$ cat src/rtl/err_metric_if.sv
// Sample/result bundle shared by err_metric_monitor and whatever drives it.
interface err_metric_if #(
    parameter int unsigned N            = 16,
    parameter int unsigned LOG2_SAMPLES = 10,
    parameter int unsigned FRAC         = 16
);
    logic                               start;
    logic                               in_valid;
    logic                               in_ready;
    logic [N-1:0]                       approx_sum;
    logic [N-1:0]                       exact_sum;
    logic                               busy;
    logic                               done;
    logic [LOG2_SAMPLES:0]              err_count;
    logic [N+LOG2_SAMPLES-1:0]          sum_ed;
    logic [N-1:0]                       max_ed;
    logic [N+7:0]                       med_fx;
    logic [LOG2_SAMPLES:0]              zero_count;
    logic [N+FRAC+LOG2_SAMPLES-1:0]     sum_rel;

    modport master (
        output start, in_valid, approx_sum, exact_sum,
        input  in_ready, busy, done, err_count, sum_ed, max_ed, med_fx, zero_count, sum_rel
    );

    modport slave (
        input  start, in_valid, approx_sum, exact_sum,
        output in_ready, busy, done, err_count, sum_ed, max_ed, med_fx, zero_count, sum_rel
    );
endinterface

$ cat src/rtl/err_metric_monitor.sv
// Streaming error-statistics engine (ER, MED, max ED) over a 2^LOG2_SAMPLES window.
// Define ERR_METRIC_MRED_EN to add the restoring divider, zero_count and sum_rel (MRED).
module err_metric_monitor #(
    parameter int unsigned N            = 16,
    parameter int unsigned LOG2_SAMPLES = 10,
    parameter int unsigned FRAC         = 16
) (
    input  logic        clk,
    input  logic        rst,
    err_metric_if.slave bus
);
    localparam int unsigned CW = LOG2_SAMPLES + 1;
    localparam int unsigned SW = N + LOG2_SAMPLES;
    localparam int unsigned MW = N + 8;
    localparam int unsigned RW = N + FRAC + LOG2_SAMPLES;
    localparam logic [CW-1:0] FULL = {1'b1, {LOG2_SAMPLES{1'b0}}};

`ifdef ERR_METRIC_MRED_EN
    localparam int unsigned QW  = N + FRAC;
    localparam int unsigned DCW = $clog2(QW);
    typedef enum logic [1:0] {IDLE = 2'd0, RUN = 2'd1, DIV = 2'd2, DONE = 2'd3} state_e;
`else
    typedef enum logic [1:0] {IDLE = 2'd0, RUN = 2'd1, DONE = 2'd3} state_e;
`endif

    state_e          state_q, state_d;
    logic [CW-1:0]   cnt_q, cnt_d;
    logic [CW-1:0]   err_count_q, err_count_d;
    logic [SW-1:0]   sum_ed_q, sum_ed_d;
    logic [N-1:0]    max_ed_q, max_ed_d;
    logic [N-1:0]    ed;
    logic            hs;

`ifdef ERR_METRIC_MRED_EN
    logic [CW-1:0]   zero_count_q, zero_count_d;
    logic [RW-1:0]   sum_rel_q, sum_rel_d;
    logic [N-1:0]    rem_q, rem_d;
    logic [QW-1:0]   quo_q, quo_d;
    logic [N-1:0]    dvs_q, dvs_d;
    logic [DCW-1:0]  dcnt_q, dcnt_d;
    logic [N:0]      rem_sh, rem_nx;
    logic            ge;

    // One restoring step: dividend bits shift out of quo_q's MSB, quotient bits shift in.
    always_comb begin
        rem_sh = {rem_q, quo_q[QW-1]};
        ge     = (rem_sh >= {1'b0, dvs_q});
        rem_nx = ge ? (rem_sh - {1'b0, dvs_q}) : rem_sh;
    end
`endif

    always_comb begin
        ed = (bus.approx_sum >= bus.exact_sum) ? (bus.approx_sum - bus.exact_sum)
                                               : (bus.exact_sum - bus.approx_sum);
        hs = bus.in_valid && (state_q == RUN);
    end

    always_comb begin
        state_d     = state_q;
        cnt_d       = cnt_q;
        err_count_d = err_count_q;
        sum_ed_d    = sum_ed_q;
        max_ed_d    = max_ed_q;
`ifdef ERR_METRIC_MRED_EN
        zero_count_d = zero_count_q;
        sum_rel_d    = sum_rel_q;
        rem_d        = rem_q;
        quo_d        = quo_q;
        dvs_d        = dvs_q;
        dcnt_d       = dcnt_q;
`endif
        case (state_q)
            RUN: begin
                if (hs) begin
                    cnt_d    = cnt_q + CW'(1);
                    sum_ed_d = sum_ed_q + SW'(ed);
                    if (ed != '0)      err_count_d = err_count_q + CW'(1);
                    if (ed > max_ed_q) max_ed_d    = ed;
                    if (cnt_d == FULL) state_d = DONE;
                    else               state_d = RUN;
`ifdef ERR_METRIC_MRED_EN
                    if (bus.exact_sum == '0) begin
                        zero_count_d = zero_count_q + CW'(1);
                    end else if (ed != '0) begin
                        state_d = DIV;
                        rem_d   = '0;
                        quo_d   = QW'(ed) << FRAC;
                        dvs_d   = bus.exact_sum;
                        dcnt_d  = '0;
                    end
`endif
                end
            end
`ifdef ERR_METRIC_MRED_EN
            DIV: begin
                rem_d  = N'(rem_nx);
                quo_d  = {quo_q[QW-2:0], ge};
                dcnt_d = dcnt_q + DCW'(1);
                if (dcnt_q == DCW'(QW - 1)) begin
                    sum_rel_d = sum_rel_q + RW'(quo_d);
                    if (cnt_q == FULL) state_d = DONE;
                    else               state_d = RUN;
                end
            end
`endif
            DONE:    state_d = IDLE;
            default: state_d = IDLE;
        endcase

        // start wins over everything, including a same-cycle handshake or a running division
        if (bus.start) begin
            state_d     = RUN;
            cnt_d       = '0;
            err_count_d = '0;
            sum_ed_d    = '0;
            max_ed_d    = '0;
`ifdef ERR_METRIC_MRED_EN
            zero_count_d = '0;
            sum_rel_d    = '0;
`endif
        end
    end

    always_ff @(posedge clk or posedge rst) begin
        if (rst) begin
            state_q     <= IDLE;
            cnt_q       <= '0;
            err_count_q <= '0;
            sum_ed_q    <= '0;
            max_ed_q    <= '0;
`ifdef ERR_METRIC_MRED_EN
            zero_count_q <= '0;
            sum_rel_q    <= '0;
            rem_q        <= '0;
            quo_q        <= '0;
            dvs_q        <= '0;
            dcnt_q       <= '0;
`endif
        end else begin
            state_q     <= state_d;
            cnt_q       <= cnt_d;
            err_count_q <= err_count_d;
            sum_ed_q    <= sum_ed_d;
            max_ed_q    <= max_ed_d;
`ifdef ERR_METRIC_MRED_EN
            zero_count_q <= zero_count_d;
            sum_rel_q    <= sum_rel_d;
            rem_q        <= rem_d;
            quo_q        <= quo_d;
            dvs_q        <= dvs_d;
            dcnt_q       <= dcnt_d;
`endif
        end
    end

    assign bus.in_ready  = (state_q == RUN);
    assign bus.done      = (state_q == DONE);
    assign bus.err_count = err_count_q;
    assign bus.sum_ed    = sum_ed_q;
    assign bus.max_ed    = max_ed_q;
    assign bus.med_fx    = MW'({sum_ed_q, 8'b0} >> LOG2_SAMPLES);
`ifdef ERR_METRIC_MRED_EN
    assign bus.busy       = (state_q == RUN) || (state_q == DIV);
    assign bus.zero_count = zero_count_q;
    assign bus.sum_rel    = sum_rel_q;
`else
    assign bus.busy       = (state_q == RUN);
    assign bus.zero_count = '0;
    assign bus.sum_rel    = RW'(0);
`endif
endmodule

$ cat src/flat_wrapper.sv
// flat-port wrapper written by rule: the top's interface ports become plain ports
module err_metric_monitor_flat 
#(
    parameter int unsigned N            = 16,
    parameter int unsigned LOG2_SAMPLES = 10,
    parameter int unsigned FRAC         = 16
)
  (clk, rst, bus_start, bus_in_valid, bus_approx_sum, bus_exact_sum, bus_in_ready, bus_busy, bus_done, bus_err_count, bus_sum_ed, bus_max_ed, bus_med_fx, bus_zero_count, bus_sum_rel);
  err_metric_if #(.N(N), .LOG2_SAMPLES(LOG2_SAMPLES), .FRAC(FRAC)) bus_i ();
  input  logic clk;
  input  logic rst;
  input wire logic [$bits(bus_i.start)-1:0] bus_start;
  input wire logic [$bits(bus_i.in_valid)-1:0] bus_in_valid;
  input wire logic [$bits(bus_i.approx_sum)-1:0] bus_approx_sum;
  input wire logic [$bits(bus_i.exact_sum)-1:0] bus_exact_sum;
  output wire logic [$bits(bus_i.in_ready)-1:0] bus_in_ready;
  output wire logic [$bits(bus_i.busy)-1:0] bus_busy;
  output wire logic [$bits(bus_i.done)-1:0] bus_done;
  output wire logic [$bits(bus_i.err_count)-1:0] bus_err_count;
  output wire logic [$bits(bus_i.sum_ed)-1:0] bus_sum_ed;
  output wire logic [$bits(bus_i.max_ed)-1:0] bus_max_ed;
  output wire logic [$bits(bus_i.med_fx)-1:0] bus_med_fx;
  output wire logic [$bits(bus_i.zero_count)-1:0] bus_zero_count;
  output wire logic [$bits(bus_i.sum_rel)-1:0] bus_sum_rel;
  assign bus_i.start = bus_start;
  assign bus_i.in_valid = bus_in_valid;
  assign bus_i.approx_sum = bus_approx_sum;
  assign bus_i.exact_sum = bus_exact_sum;
  assign bus_in_ready = bus_i.in_ready;
  assign bus_busy = bus_i.busy;
  assign bus_done = bus_i.done;
  assign bus_err_count = bus_i.err_count;
  assign bus_sum_ed = bus_i.sum_ed;
  assign bus_max_ed = bus_i.max_ed;
  assign bus_med_fx = bus_i.med_fx;
  assign bus_zero_count = bus_i.zero_count;
  assign bus_sum_rel = bus_i.sum_rel;
  err_metric_monitor #(.N(N), .LOG2_SAMPLES(LOG2_SAMPLES), .FRAC(FRAC)) u_core (.clk(clk), .rst(rst), .bus(bus_i));
endmodule
$ cat config.mk
export PLATFORM = sky130hd
export DESIGN_NAME = err_metric_monitor_flat
export DESIGN_NICKNAME = d
export VERILOG_FILES = /design/src/rtl/err_metric_if.sv /design/src/rtl/err_metric_monitor.sv /design/src/flat_wrapper.sv
export SDC_FILE = /design/constraint.sdc
export NUM_CORES = 1
export LEC_CHECK = 0
export CORE_MARGIN = 3
export CORE_UTILIZATION = 25
export CTS_CLUSTER_DIAMETER = 50
export CTS_CLUSTER_SIZE = 25
export DETAILED_ROUTE_END_ITERATION = 8
export GPL_TIMING_DRIVEN = 0
export PLACE_DENSITY_LB_ADDON = 0.12
export SYNTH_ARGS = -nofsm -noshare
export SYNTH_HDL_FRONTEND = slang
export SYNTH_SLANG_ARGS = --single-unit
$ cat constraint.sdc
create_clock -name clk -period 7.91 [get_ports clk]
set_clock_uncertainty 0.1 [all_clocks]
set_input_delay 1.582 -clock clk [delete_from_list [all_inputs] [get_ports clk]]
set_output_delay 1.582 -clock clk [all_outputs]
set_load 0.01 [all_outputs]
Word level (Yosys, flattened, before mapping)

Cells that the tools add are included.

Bits in registers: 66
Output and inout port bits: 133
Word-level logic and storage cells: 44

Add/sub/neg operators: 5
Magnitude comparators: 2
Eq/ne operators: 4
Muxes and demuxes: 19
Reduce and logical (&&, ||, !) cells: 9

Operators by type and width:

| operator              | count |
|---|---|
| $mux 16               | 5 |
| $mux 26               | 3 |
| $mux 11               | 7 |
| $sub 16x16->16        | 2 |
| $add 26x16->26        | 1 |
| $add 11x1->11 const B | 2 |
| $ge 16x16->1          | 1 |
| $gt 16x16->1          | 1 |
| $reduce_bool 16->1    | 1 |
| $eq 11x11->1 const B  | 1 |
| $mux 2                | 4 |
| $reduce_bool 2->1     | 4 |
| $reduce_and 3->1      | 2 |
| $ne 3x2->1 const B    | 1 |
| $eq 2x1->1 const B    | 1 |
| $eq 2x2->1 const B    | 1 |
| $reduce_and 2->1      | 1 |
| $logic_and 1x1->1     | 1 |

Longest topological paths before layout

Depth after elaboration: 7
Gate-level depth with buffers: 27
Depth with buffers taken out: 23

Least setup slack after synthesis

OpenSTA, ideal clock, no wires.

Path kind: input to register
Start: input bus_approx_sum[0]
End: register u_core.sum_ed_q[21] (netlist: u_core.bus.sum_ed[21])
Setup time: 132 ps
Arrival: 6169 ps
Data required time: 7678 ps
Slack: 1509 ps
Stages on the path: 25
Path buffers: 2
Cell sequence: inv_1 -> ha_1 -> inv_1 -> fa_1 -> a21o_1 -> a221oi_2 -> a21oi_2 -> nor3_4 -> or2_1 -> buf_6 -> buf_8 -> mux2i_1 -> inv_1 -> ha_1 -> a21o_1 -> a21oi_1 -> o21bai_1 -> a2111oi_0 -> o31ai_1 -> o311ai_0 -> a21oi_1 -> a31oi_1 -> nor2b_1 -> xnor2_1 -> nor2_1

Cells in the longest elaborated chain, start to end: 6
Elaborated cells on any way between the ends: 8
Those cells by class: 3 x add/sub; 1 x order compare; 4 x mux

RTL lines:

| element                                | RTL line                  | source |
|---|---|---|
| start, declared                        | flat_wrapper.sv:14        | `input wire logic [$bits(bus_i.approx_sum)-1:0] bus_approx_sum;` |
| $sub 16x16->16 (tied with other cells) | err_metric_monitor.sv:54  | `: (bus.exact_sum - bus.approx_sum);` |
| $mux 16 (*)                            | err_metric_monitor.sv:53  | `ed = (bus.approx_sum >= bus.exact_sum) ? (bus.approx_sum - bus.exact_sum)` |
| $add 26x16->26 (*)                     | err_metric_monitor.sv:76  | `sum_ed_d = sum_ed_q + SW'(ed);` |
| $mux 26 (*)                            | err_metric_monitor.sv:74  | `if (hs) begin` |
| $mux 26 (*)                            | err_metric_monitor.sv:72  | `case (state_q)` |
| $mux 26 (*)                            | err_metric_monitor.sv:111 | `if (bus.start) begin` |
| end signal, assigned                   | err_metric_monitor.sv:143 | `sum_ed_q <= sum_ed_d;` |
| end, declared                          | err_metric_monitor.sv:29  | `logic [SW-1:0] sum_ed_q, sum_ed_d;` |

Mark *: on every way between the ends. The rest lies on a longest branch, timed or not. The select of a mux whose other input is x is not followed.
A chain may end at the register's enable or synchronous reset.

Worst setup path in the final report

Start: input bus_exact_sum[0]
End: register u_core.sum_ed_q[23] (netlist: u_core.bus.sum_ed[23])

Cells in the longest elaborated chain, start to end: 6
Elaborated cells on any way between the ends: 8
Those cells by class: 3 x add/sub; 1 x order compare; 4 x mux

RTL lines:

| element                                | RTL line                  | source |
|---|---|---|
| start, declared                        | flat_wrapper.sv:15        | `input wire logic [$bits(bus_i.exact_sum)-1:0] bus_exact_sum;` |
| $sub 16x16->16 (tied with other cells) | err_metric_monitor.sv:54  |  |
| $mux 16 (*)                            | err_metric_monitor.sv:53  |  |
| $add 26x16->26 (*)                     | err_metric_monitor.sv:76  |  |
| $mux 26 (*)                            | err_metric_monitor.sv:74  |  |
| $mux 26 (*)                            | err_metric_monitor.sv:72  |  |
| $mux 26 (*)                            | err_metric_monitor.sv:111 |  |

Marks and branches as above.

==> impl_results.rst <==
.. list-table::
   :header-rows: 1

   * - Metric
     - Value
   * - Global-route wire length before repair
     - 27,600 um
   * - DRC
     - 0
   * - Number of H-tree levels
     - 3
   * - Area taken by multi-input logic gates
     - 0.00379 mm2
   * - Peak VDD IR
     - 109 uV
   * - Endpoint type of the worst setup path
     - register
   * - Class of the most critical setup path
     - in -> reg
   * - Overflow left after global routing
     - 0
   * - Share of Yosys cell area claimed by the top area cell type
     - 0.266
   * - Sequential share of the synthesized area
     - 0.266
   * - Xor-xnor portion of the synthesized cell area
     - 0.0636
   * - Post-Synth Adder-Cell Area
     - 0.143
   * - Clock-pin slew reported for the worst setup and hold paths after clock tree synthesis
     - 0.06 ns
   * - Die Span X
     - 163 um
   * - Post-cts repair resize count
     - 1
   * - CTS max path bufs
     - 2
   * - Final HPWL from detailed placement
     - 13,900 um
   * - Fill cell count
     - 2,520
   * - Synthesized-area fraction occupied by ao, oa, aoi and oai cells
     - 0.175
   * - Global routing usage summed across all routing layers
     - 0.130
   * - Number of buffers inserted by port buffering
     - 114
   * - Initial detailed-routing violation count
     - 195
   * - Number of placement rows
     - 56
   * - Mapped Area
     - 0.00620 mm2
   * - Number of warnings reported in the yosys synthesis log
     - 0
   * - Number of placed instances with taps included
     - 1,217
   * - DR vias
     - 5,373
   * - Hold Path Stages
     - 1
   * - Count of flip-flops with a built-in enable after synthesis
     - 0
   * - Max Slew Vio Count
     - 0
   * - Leak pwr
     - 3.88 nW
   * - Dominant cell type by area after synthesis
     - dfrtp_1
   * - Via count of the first global-routing pass
     - 5,092
   * - Wire length after detailed routing
     - 17,500 um
   * - Area overhead of the layout relative to synthesis
     - 33.9%
   * - TritonCTS Buffers
     - 9
   * - Net count of the finished layout
     - 1,014
   * - Post-Syn Area per Cell
     - 8.48 um2
   * - Crit-path max FO
     - 10
   * - Fin worst setup slack
     - 0.554 ns
   * - Antenna cell count
     - 0
   * - Post-route insts no fill
     - 1,233
   * - Dominant synthesized flop cell
     - dfrtp_1
   * - Highest metal layer with signal wires
     - met4
   * - Final setup fails
     - 0
   * - Final Power
     - 1.82 mW
   * - Tmin final
     - 7.36 ns
   * - Post-CTS setup buffer count
     - 0
   * - Core area
     - 0.0239 mm2
   * - Final-report hold violation count
     - 0
   * - Number of buffers inserted for hold repair after clock tree synthesis
     - 0
   * - Dominant combinational cell family by area after synthesis
     - compound AO/OA/AOI/OAI gates
   * - Slew at the pin with the worst max-slew slack
     - 0.648 ns
   * - Synthesized-area fraction occupied by and/or/nand/nor cells
     - 0.170
   * - Routed length per instance
     - 14.2 um
   * - CTS Root Buffer Type
     - clkbuf_16
   * - Type of the tightest min-delay check
     - reg -> reg
   * - Crit share post-route
     - 0.930
   * - Achievable Freq
     - 136 MHz
   * - Area of all sequential standard cells
     - 0.00165 mm2
   * - Count of mapped cells out of synthesis
     - 731
   * - RSZ-0062 raised after global routing
     - no
   * - Leading cell types by total area after synthesis
     - dfrtp_1 (27%), ha_1 (13%), buf_4 (9.4%)
   * - Unique masters post-synth
     - 67
   * - Async set or reset register ratio after synthesis
     - 1.00
   * - CTS sink count
     - 66
   * - Number of vias per cell
     - 4.36
   * - Power density cells
     - 219 mW/mm2
   * - Largest net degree at the start of global routing
     - 49
   * - Post-route antenna net violation count
     - 0
   * - Maxcap violations
     - 0
   * - Floorplan die height
     - 163 um
   * - Depth of the worst register-to-register path
     - 12
   * - RD Place Congestion
     - 0.801
   * - Slew HR
     - 0.565
   * - Worst Path Required
     - 8.01 ns
   * - Met1 routed wirelength after detailed routing
     - 8480 um
   * - Initial antenna violation count
     - 0
   * - Routed wire length on met2
     - 8070 um
   * - CP Launch Type
     - primary input
   * - Count of TritonRoute iterations in the first routing pass
     - 5
   * - CTS tree
     - built
   * - Share of final-layout standard cells stronger than drive strength 1
     - 0.149
   * - Run status
     - completed
   * - Flop and latch count out of synthesis
     - 66
   * - Starting Density
     - 0.259
   * - Die Area
     - 0.0267 mm2
   * - Worst-Skew Late Latency
     - 0.34 ns
   * - Amount of wire on met3 after detailed routing
     - 737 um
   * - Critical Path AT
     - 7.46 ns
   * - Placement Setup Slack
     - -0.342 ns
   * - Share of synthesized area spent on multiplexers
     - 0.0264
   * - Most numerous cell in the Yosys netlist
     - buf_4
   * - Top post-synthesis cells by count
     - buf_4 (78), a21oi_1 (67), dfrtp_1 (66), ha_1 (66), inv_1 (61)
   * - Count of pins on the block boundary
     - 169
## cell usage in the layout, fill, tap and decap left out, drive strengths merged, types with 3 or more instances in the layout
master / synthesis / layout
nor2b: 11 / 11
nor3: 16 / 16
o211ai: 3 / 3
or2: 9 / 9
and2: 7 / 7
nand3: 12 / 12
o21bai: 5 / 5
nand4: 14 / 14
ha: 66 / 66
clkdlybuf4s50: 0 / 114
xor2: 17 / 17
clkbuf: 12 / 23
dfrtp: 66 / 66
nor4b: 3 / 3
inv: 61 / 61
fa: 3 / 3
conb: 1 / 53
or4: 5 / 5
xnor2: 28 / 28
mux2i: 13 / 13
a21o: 14 / 14
or3: 7 / 7
nand2b: 5 / 5
o21a: 10 / 10
a31oi: 4 / 4
a22o: 16 / 16
nor4: 3 / 3
o31ai: 5 / 5
mux2: 3 / 3
nor2: 45 / 45
a21oi: 68 / 68
a211o: 3 / 3
o21ai: 23 / 23
buf: 90 / 91
and3: 4 / 4
nand2: 55 / 55
## kinds of logic after synthesis
group	after synthesis
flops	66
buf+inv	163
compound gates	168
simple gates	203
fa+ha+maj	69
other cells	1
mux	16
xor+xnor	45
## final timing paths
| check | from | end | slack [ns] |
|---|---|---|---|
| min in group asynchronous | rst | u_core.cnt_q[2] | 1.44 |
| worst max register to register | u_core.bus.sum_ed[1] | u_core.bus.sum_ed[23] | 4.43 |
| max in group asynchronous | rst | u_core.bus.err_count[4] | 5.72 |
| worst min-delay path | u_core.bus.max_ed[3] | u_core.bus.max_ed[3] | 0.44 |
| worst min register to register | u_core.bus.max_ed[3] | u_core.bus.max_ed[3] | 0.44 |
| worst max-delay path | bus_exact_sum[0] | u_core.bus.sum_ed[23] | 0.55 |
## sequential cells by signal, indices dropped and copies added, names as in the netlist
name,count
u_core.bus.sum_ed,26
u_core.bus.max_ed,16
u_core.bus.err_count,11
u_core.cnt_q,11
u_core.state_q,2
## power by group
group / internal [mW] / switching, mW
Clock: 0.284 / 0.158
Sequential: 0.386 / 0.0605
Combinational: 0.463 / 0.469
## critical path, stage by stage
cell and delay (ns):
clkdlybuf4s50_1 0.50, ha_1 0.18, inv_1 0.06, fa_1 0.38, a21o_1 0.21, a221oi_2 0.35
a21oi_2 0.18, nor3_4 0.37, or2_1 0.17, buf_6 0.12, buf_8 0.15, mux2i_1 0.10
xnor2_1 0.43, ha_1 0.36, a21oi_1 0.21, o21bai_1 0.12, a2111oi_1 0.52, o31ai_1 0.23
o311ai_2 0.34, a21oi_1 0.17, a31oi_2 0.41, nor2b_1 0.11, xnor2_1 0.14, nor2_1 0.05
## stage by stage
| stage | instance area, um2 | TNS (ns) | hold WS, ns | utilization |
|---|---|---|---|---|
| 6_report | 8300 | 0 | 0.442 | 0.347 |
| 4_1_cts | 8290 | 0 | 0.440 | 0.347 |
| 3_3_place_gp | 7940 | -1.51 | 0.418 | 0.332 |
| 5_1_grt | 8300 | 0 | 0.458 | 0.347 |
| 3_5_place_dp | 7970 | -1.52 | 0.425 | 0.333 |
| 2_1_floorplan | 6390 | 0 | 0.427 | - |
## routing by layer
layer	track usage	vias up
met5	0	-
met4	0.0323	0
met3	0.0249	13
met2	0.210	117
met1	0.180	2488
li1	-	2755
## layout make-up
cell class / count / area share
inverter: 61 / 0.0279
sequential: 66 / 0.199
timing repair buffer: 115 / 0.141
clock buffer: 11 / 0.0292
multi-input combinational: 554 / 0.457
buffer: 102 / 0.0888
clock inverter: 5 / 0.00934
tap: 319 / 0.0481
Note: power is estimated with default switching activity, not from simulation.
